$ cat src/rtl/cache_port_seq.sv
// Per-port request sequencer in front of list_ctrl: lookup, allocate with retry, victim writeback, fill.
// Optional victim writeback path is built when CACHE_PORT_WB_EN is defined.
//
// state     | meaning
// IDLE      | ready for a new access
// LOOKUP    | one-cycle lookup command to list_ctrl
// ALLOC     | one-cycle allocate command to list_ctrl
// BACKOFF   | waiting before re-issuing a blocked allocate
// WB_REQ    | dirty victim writeback request held until accepted
// WB_WAIT   | waiting for writeback completion
// FILL_REQ  | line fill request held until accepted
// FILL_WAIT | waiting for fill completion
// RESP      | one-cycle completion pulse to the requester
module cache_port_seq #(
  parameter int lists_depth = 4,
  parameter int index_lenth = 4,
  parameter int RETRY_WAIT  = 3,
  localparam int TW = (lists_depth > 1) ? $clog2(lists_depth) : 1
) (
  input  logic                   clk,
  input  logic                   rst_n,
  input  logic                   cpu_req_valid,
  output logic                   cpu_req_ready,
  input  logic                   cpu_req_we,
  input  logic [index_lenth-1:0] cpu_req_index,
  output logic                   cpu_rsp_valid,
  output logic                   cpu_rsp_hit,
  output logic [TW-1:0]          cpu_rsp_tag,
  output logic                   acc_req,
  output logic [1:0]             acc_cmd,
  output logic [index_lenth-1:0] acc_index,
  input  logic [TW-1:0]          return_tag,
  input  logic [2:0]             acc_status,
  input  logic [index_lenth-1:0] victim_index,
  output logic                   mem_req_valid,
  input  logic                   mem_req_ready,
  output logic                   mem_req_we,
  output logic [index_lenth-1:0] mem_req_index,
  input  logic                   mem_rsp_valid
);

  localparam int CW = (RETRY_WAIT > 0) ? $clog2(RETRY_WAIT + 1) : 1;
  localparam logic [CW-1:0] CNT_LOAD = (RETRY_WAIT > 0) ? CW'(RETRY_WAIT - 1) : '0;

  typedef enum logic [3:0] {
    IDLE, LOOKUP, ALLOC, BACKOFF, WB_REQ, WB_WAIT, FILL_REQ, FILL_WAIT, RESP
  } state_t;

  state_t                 state_q, state_d;
  logic                   we_q, we_d;
  logic                   hit_q, hit_d;
  logic [index_lenth-1:0] idx_q, idx_d;
  logic [index_lenth-1:0] vic_q, vic_d;
  logic [TW-1:0]          tag_q, tag_d;
  logic [CW-1:0]          cnt_q, cnt_d;
  logic                   dirty;

`ifdef CACHE_PORT_WB_EN
  assign dirty = acc_status[1];
`else
  assign dirty = 1'b0;
`endif

  always_comb begin
    state_d = state_q;
    we_d    = we_q;
    hit_d   = hit_q;
    idx_d   = idx_q;
    vic_d   = vic_q;
    tag_d   = tag_q;
    cnt_d   = cnt_q;
    case (state_q)
      IDLE: if (cpu_req_valid) begin
        we_d    = cpu_req_we;
        idx_d   = cpu_req_index;
        hit_d   = 1'b0;
        tag_d   = '0;
        state_d = LOOKUP;
      end
      LOOKUP: if (acc_status != 3'b000) begin
        tag_d   = return_tag;
        hit_d   = 1'b1;
        state_d = RESP;
      end else begin
        state_d = ALLOC;
      end
      ALLOC: begin
        tag_d = return_tag;
        vic_d = victim_index;
        // busy takes priority over the dirty flag of the same response
        if (acc_status[2]) begin
          if (RETRY_WAIT == 0) begin
            state_d = ALLOC;
          end else begin
            cnt_d   = CNT_LOAD;
            state_d = BACKOFF;
          end
        end else if (dirty) begin
          state_d = WB_REQ;
        end else begin
          state_d = FILL_REQ;
        end
      end
      BACKOFF: if (cnt_q == '0) state_d = ALLOC;
               else cnt_d = cnt_q - CW'(1);
`ifdef CACHE_PORT_WB_EN
      WB_REQ:  if (mem_req_ready) state_d = WB_WAIT;
      WB_WAIT: if (mem_rsp_valid) state_d = FILL_REQ;
`endif
      FILL_REQ:  if (mem_req_ready) state_d = FILL_WAIT;
      FILL_WAIT: if (mem_rsp_valid) begin
        hit_d   = 1'b0;
        state_d = RESP;
      end
      RESP:    state_d = IDLE;
      default: state_d = IDLE;
    endcase
  end

  // Outputs are registered from the next state so they line up with state_q.
  always_ff @(posedge clk or negedge rst_n) begin
    if (!rst_n) begin
      state_q       <= IDLE;
      we_q          <= 1'b0;
      hit_q         <= 1'b0;
      idx_q         <= '0;
      vic_q         <= '0;
      tag_q         <= '0;
      cnt_q         <= '0;
      cpu_req_ready <= 1'b1;
      cpu_rsp_valid <= 1'b0;
      cpu_rsp_hit   <= 1'b0;
      cpu_rsp_tag   <= '0;
      acc_req       <= 1'b0;
      acc_cmd       <= 2'b00;
      acc_index     <= '0;
      mem_req_valid <= 1'b0;
      mem_req_index <= '0;
    end else begin
      state_q       <= state_d;
      we_q          <= we_d;
      hit_q         <= hit_d;
      idx_q         <= idx_d;
      vic_q         <= vic_d;
      tag_q         <= tag_d;
      cnt_q         <= cnt_d;
      cpu_req_ready <= (state_d == IDLE);
      cpu_rsp_valid <= (state_d == RESP);
      cpu_rsp_hit   <= (state_d == RESP) && hit_d;
      cpu_rsp_tag   <= (state_d == RESP) ? tag_d : '0;
      acc_req       <= (state_d == LOOKUP) || (state_d == ALLOC);
      acc_cmd       <= (state_d == ALLOC)  ? 2'b10 :
                       (state_d == LOOKUP) ? {1'b0, we_d} : 2'b00;
      acc_index     <= ((state_d == LOOKUP) || (state_d == ALLOC)) ? idx_d : '0;
      mem_req_valid <= (state_d == WB_REQ) || (state_d == FILL_REQ);
      mem_req_index <= (state_d == WB_REQ)   ? vic_d :
                       (state_d == FILL_REQ) ? idx_d : '0;
    end
  end

`ifdef CACHE_PORT_WB_EN
  always_ff @(posedge clk or negedge rst_n) begin
    if (!rst_n) mem_req_we <= 1'b0;
    else        mem_req_we <= (state_d == WB_REQ);
  end
`else
  assign mem_req_we = 1'b0;
`endif

endmodule
$ cat config.mk
export PLATFORM = sky130hd
export DESIGN_NAME = cache_port_seq
export DESIGN_NICKNAME = d
export VERILOG_FILES = /design/src/rtl/cache_port_seq.sv
export SDC_FILE = /design/constraint.sdc
export NUM_CORES = 1
export LEC_CHECK = 0
export ABC_CLOCK_PERIOD_IN_PS = 2100
export BUFFER_PORTS_ARGS = -buffer_cell sky130_fd_sc_hd__buf_2
export CORE_ASPECT_RATIO = 1.2
export CORE_MARGIN = 4
export CORE_UTILIZATION = 40
export CTS_BUF_LIST = sky130_fd_sc_hd__clkbuf_8
export CTS_CLUSTER_DIAMETER = 80
export DETAILED_ROUTE_END_ITERATION = 8
export SLEW_MARGIN = 20
export SYNTH_ARGS = -nofsm -noshare
export SYNTH_HDL_FRONTEND = slang
export SYNTH_SLANG_ARGS = --single-unit
$ cat constraint.sdc
create_clock -name clk -period 2.1 [get_ports clk]
set_clock_uncertainty 0.15 [all_clocks]
set_input_delay 0.105 -clock clk [delete_from_list [all_inputs] [get_ports clk]]
set_output_delay 0.105 -clock clk [all_outputs]
set_load 0.02 [all_outputs]
==> run metrics, run 1 <==
clock root buffer clkbuf_8; Mapped Nets 123; Hold Path Class in2reg; total track usage 13.8%; I/O Buffers 31; routed len/inst 12.8 um; I/O pin count 37; clk_lat worst skew 0.27 ns; Setup violations, final 0; Synth top area share 57.1%; count leader, synth dfrtp_1; gr ovfl total 0; CP max stage cell dfrtp_1; Hold WS 0.0211 ns; initial antenna violation count 0; area of the die 0.00402 mm^2; Crit Path Class reg2reg; Final Wtd Congestion 0.774; largest net degree at the start of global routing 30; WP data required roughly 2.1 ns; slowest stage delay, CP 0.47 ns; Primary FF master, synth dfrtp_1; count of final hold-check violations 0; startpoint class of the critical path register; setup TNS 0 ns; clock buffer count from CTS 5; Clk pin slew, worst setup/hold paths 0.06 ns; nets 167; hold path startpoint mem_rsp_valid; Detailed Place HPWL 1.68 mm; Worst-Margin Slew 0.632 ns; cell taking the most area after synthesis dfrtp_1; num rows 21; Synth Register Bits 29; die height roughly 69 um; Tcrit/Tclk final 91.0%; routed wire length ~2.3 mm; CP Launch Point state_q[3]; critical path endpoint category register; fin crit period 1.91 ns; Leakage about 0.83 nW; CTS tree done; Max-slew headroom 57.8%; DRC viols 0; Power Density 1470 mW/mm^2; filler instances 250; vias in the first global route 921; status finished clean; Fmax achieved 523 MHz; Slew Limit Fails 0; Post-synth EDFFs 0; cell chain of the critical path nor3_1 -> and3b_1 -> mux2_2 -> nor2b_1; total number of vias 904; drt via density ~5.0; crit path DAT 1.92 ns; core area about 0.0029 mm^2; synthesized instance count 103; clock sinks 29; Area Growth Syn to Fin 30.6%; Core Util, Final 56.0%; synthesized cell area 0.00123 mm^2; r2r startpoint state_q[3]; Clock Tree Buf Depth 2; VDD IR max approximately 0.73 mV; H-tree depth 2; average cell area after synthesis approximately 12 um^2; critical path peak fanout 9; Synth area leaders dfrtp_1 57%, a22o_1 4.3%, nor2b_1 4.1%, mux2_2 2.8%, nor4b_2 2.4%; DRT Pass-1 Iters 4; post-synthesis sequential area ratio 59.2%; starting density of the core 42.9%; unrepaired setup endpoints after global routing false; synth cell count leaders 28 x dfrtp_1, 8 x nor2b_1, 6 x a22o_1; Max Cap Viol 0; layout cell share with drive strength beyond 1 35.1%; # diodes 0; Netlist cell types 37; Die Wd ~60 um; yosys warns 0; DR iter-0 viols 14; ys async rst share between 90% and 100%; Post-DRT Antenna Nets 0; first-pass GRT wire length 4.02 mm
power breakdown:
group	internal, mW	leakage (nW)	switching, mW
registers	0.779	0.372	0.112
clock network	0.296	0.0542	0.205
logic	0.433	0.402	0.529
cell type report:
cell class / count / area [um^2] / area share, %
tap: 34 / 42.5 / 2.65
clock inverter: 1 / 5.00 / 0.312
clock buffer: 7 / 96.3 / 6.01
timing repair buffer: 43 / 265 / 16.5
sequential: 29 / 727 / 45.4
multi-input combinational: 64 / 452 / 28.2
inverter: 4 / 15.0 / 0.937
worst paths after layout:
kind                                    end  slack [ns]  cells past startpoint
max                        mem_req_index[1]        0.19                      4
min                              state_q[1]        0.02                      4
max reg2reg                mem_req_index[1]        0.19                      4
min reg2reg                        cnt_q[1]        0.34                      1
max in group asynchronous     cpu_rsp_valid        1.14                      2
min in group asynchronous          cnt_q[1]        0.24                      2
metal layers:
metal / vias up / part of all wire [%] / track usage [%]
met3: 2 / 7.6 / 5.77
met2: 32 / 48 / 22.5
met5: - / 0 / 0
met1: 425 / 44 / 15.5
li1: 445 / - / -
met4: 0 / 0.34 / 6.80
what timing repair did:
action                    4_1_cts  5_1_grt
setup buffers                   0        0
hold endpoints to repair       40        0
resized for setup               0        0
hold buffers                    8        0
cell usage in the layout, fill, tap and decap left out, types with 3 or more instances in the layout:
| cell | n |
|---|---|
| clkbuf_8 | 7 |
| nor2b_1 | 8 |
| o21ai_0 | 3 |
| a21oi_1 | 4 |
| a22o_1 | 6 |
| dlygate4sd3_1 | 8 |
| nor3_1 | 4 |
| nand2_1 | 4 |
| inv_1 | 4 |
| buf_2 | 31 |
| and2_1 | 4 |
| mux2_2 | 3 |
| buf_4 | 4 |
| dfrtp_1 | 28 |
critical path: cells and delay by family (launching register included):
family           cells  cell delay [ns]
flip-flops           1             0.47
multiplexers         1             0.38
AND/OR/NAND/NOR      3             0.79
cells by family after synthesis:
kind of cell	share of synthesized area [%]
other	0.306
AOI/OAI and AO/OA	13.4
and+or+nand+nor	19.4
adders and majority gates	1.02
muxes	2.75
DFF	59.2
buffers and inverters	3.97
registers in the layout, summed over array words and instances, names as in the netlist:
register	flops
cpu_rsp_hit	1
tag_q	2
idx_q	4
acc_cmd	2
cpu_rsp_tag	2
mem_req_valid	1
acc_req	1
mem_req_index	4
acc_index	4
cpu_rsp_valid	1
cpu_req_ready	1
cnt_q	2
state_q	4
per-stage QoR:
step | total power, mW | setup WS, ns | instance area, um^2 | std cells
final | 2.36 | 0.189 | 1600 | 182
after CTS | 2.39 | 0.189 | 1600 | 182
after global routing | 2.55 | 0.0601 | 1600 | 182
after detailed placement | 1.87 | 0.204 | 1420 | 166
after floorplan | 1.59 | 0.249 | 1230 | 103
after global placement | 1.84 | 0.226 | 1420 | 166
Power figures use the tool's default switching activity.
==> inputs of run 2 (changes only) <==
--- a/config.mk
+++ b/config.mk
@@ -7,7 +7,7 @@
 export LEC_CHECK = 0
 export ABC_CLOCK_PERIOD_IN_PS = 2100
 export BUFFER_PORTS_ARGS = -buffer_cell sky130_fd_sc_hd__buf_2
-export CORE_ASPECT_RATIO = 1.2
+export CORE_ASPECT_RATIO = 0.75
 export CORE_MARGIN = 4
 export CORE_UTILIZATION = 40
 export CTS_BUF_LIST = sky130_fd_sc_hd__clkbuf_8
==> run metrics, run 2 (synthesis gave the netlist of run 1 again) <==
I/O pin count 37 (unchanged); fin crit period 1.92 ns (+0.0124 ns); nets 168 (+0.60%); core area 0.00294 mm^2 (+2.5%); critical path peak fanout 8 (-1); DR iter-0 viols 28 (+14); Hold Path Class in2reg; I/O Buffers 31 (unchanged); Slew Limit Fails 0 (unchanged); clk_lat worst skew 0.27 ns (about the same); WP data required 2.10 ns (about the same); Crit Path Class reg2reg; Setup violations, final 0 (unchanged); hold path startpoint mem_rsp_valid; M3 GR Usage 6.50% (+0.73 points); routed len/inst 12.8 um (-0.18%); clock buffer count from CTS 5 (unchanged); commonest non-fill, non-tap cell in the layout buf_2; Detailed Place HPWL 1.70 mm (+1.6%); num rows 17 (-19%); die height 56.0 um (-18%); VDD IR max 0.667 mV (-8.9%); count of final hold-check violations 0 (unchanged); setup bufs post-CTS 0 (unchanged); Final Wtd Congestion 0.755 (-2.4%); commonest non-fill, non-tap cells in the layout 31 x buf_2, 28 x dfrtp_1, 8 x nor2b_1, 8 x dlygate4sd3_1; total power 2.31 mW (-2.0%); Clk pin slew, worst setup/hold paths 0.05 ns (about the same); met2 Use GR 18.1% (-4.4 points); Tcrit/Tclk final 91.6% (+0.59 points); Sequential cell area 727 um^2 (unchanged); Global Route met1 Usage 18.7% (+3.2 points); Max Cap Viol 0 (unchanged); crit path DAT 1.92 ns (about the same); Fmax achieved 520 MHz (-0.64%); pre-CTS setup slack 0.224 ns (+0.0202 ns); Worst-Margin Slew 0.616 ns (-0.0164 ns); H-tree depth 2 (unchanged); Post-DRT Antenna Nets 0 (unchanged); status finished clean; largest net degree at the start of global routing 30 (unchanged); startpoint class of the critical path register; global routing's busiest layer met1; area of the die 0.00403 mm^2 (+0.14%); CP Launch Point state_q[3]; setup TNS 0 ns (unchanged); starting density of the core 41.8% (-1.0 points); gr ovfl total 0 (unchanged); filler instances 258 (+3.2%); area of the multi-input gates 452 um^2 (unchanged); Die Wd 72.0 um (+23%); Max-slew headroom 58.9% (+1.1 points); drt via density 4.88 (-1.7%); initial antenna violation count 0 (unchanged); # diodes 0 (unchanged); vias in the first global route 880 (-4.5%); routed wire length 2.38 mm (+2.0%); final worst slack 0.176 ns (-0.0124 ns); clock root buffer clkbuf_8; DRC viols 0 (unchanged); Area Growth Syn to Fin 30.4%; critical path endpoint category register; r2r startpoint state_q[3]; CTS tree done; Power Density 1440 mW/mm^2 (-1.8%); unrepaired setup endpoints after global routing false; DRT Pass-1 Iters 4 (unchanged); total track usage 13.7% (-0.084 points); first-pass GRT wire length 4.10 mm (+2.1%); clock sinks 29 (unchanged); layout cell share with drive strength beyond 1 34.5% (-0.68 points); Leakage 0.828 nW (about the same); total number of vias 908 (+0.44%); Clock Tree Buf Depth 2 (unchanged)
[run 2: final timing paths]
check                              endpoint  slack [ns]  cells after the start
setup / recovery           mem_req_index[0]        0.18                      4
hold / removal                cpu_rsp_valid        0.03                      3
setup reg to reg           mem_req_index[0]        0.18                      4
hold reg to reg                    cnt_q[1]        0.33                      1
max in group asynchronous    cpu_rsp_tag[0]        1.16                      2
min in group asynchronous     cpu_rsp_valid        0.23                      2
[run 2: repair_timing]
action                                 in CTS  in global routing
endpoints found under the hold margin      40                  0
gates resized for setup                     0                  0
hold buffers                                8                  0
[run 2: routing by layer]
| metal | part of all wire [%] | wire length [um] |
|---|---|---|
| met2 | 43 | 1030 |
| met1 | 49 | 1170 |
| met4 | 1.0 | 24 |
| met5 | 0 | 0 |
| met3 | 6.4 | 152 |
[run 2: where the power goes]
group / internal (mW) / switching, mW / total, mW
combinational: 0.438 / 0.542 / 0.980
sequential: 0.780 / 0.113 / 0.893
clock: 0.254 / 0.182 / 0.436
[run 2: layout make-up]
class	instances	area share [%]
Sequential cell	29	45.4
Multi-Input combinational cell	64	28.2
Timing Repair Buffer	44	17.0
Clock buffer	6	5.16
Tap cell	38	2.97
Inverter	4	0.938
Clock inverter	1	0.235
[run 2: worst max-delay path, cell delays in order (launching register included)]
cell and delay, ns:
dfrtp_1 0.47, nor3_1 0.26, and3b_1 0.36, mux2_2 0.41, nor2b_1 0.14
[run 2: through the flow]
stage | instance area [um^2] | cells | hold slack, ns | util (%)
after global placement | 1430 | 171 | 0.00402 | 48.8
after CTS | 1600 | 186 | 0.0219 | 54.5
after floorplan | 1230 | 103 | -0.341 | -
after detailed placement | 1430 | 171 | 0.00431 | 48.8
after global routing | 1600 | 186 | 0.0438 | 54.5
final | 1600 | 186 | 0.0250 | 54.5
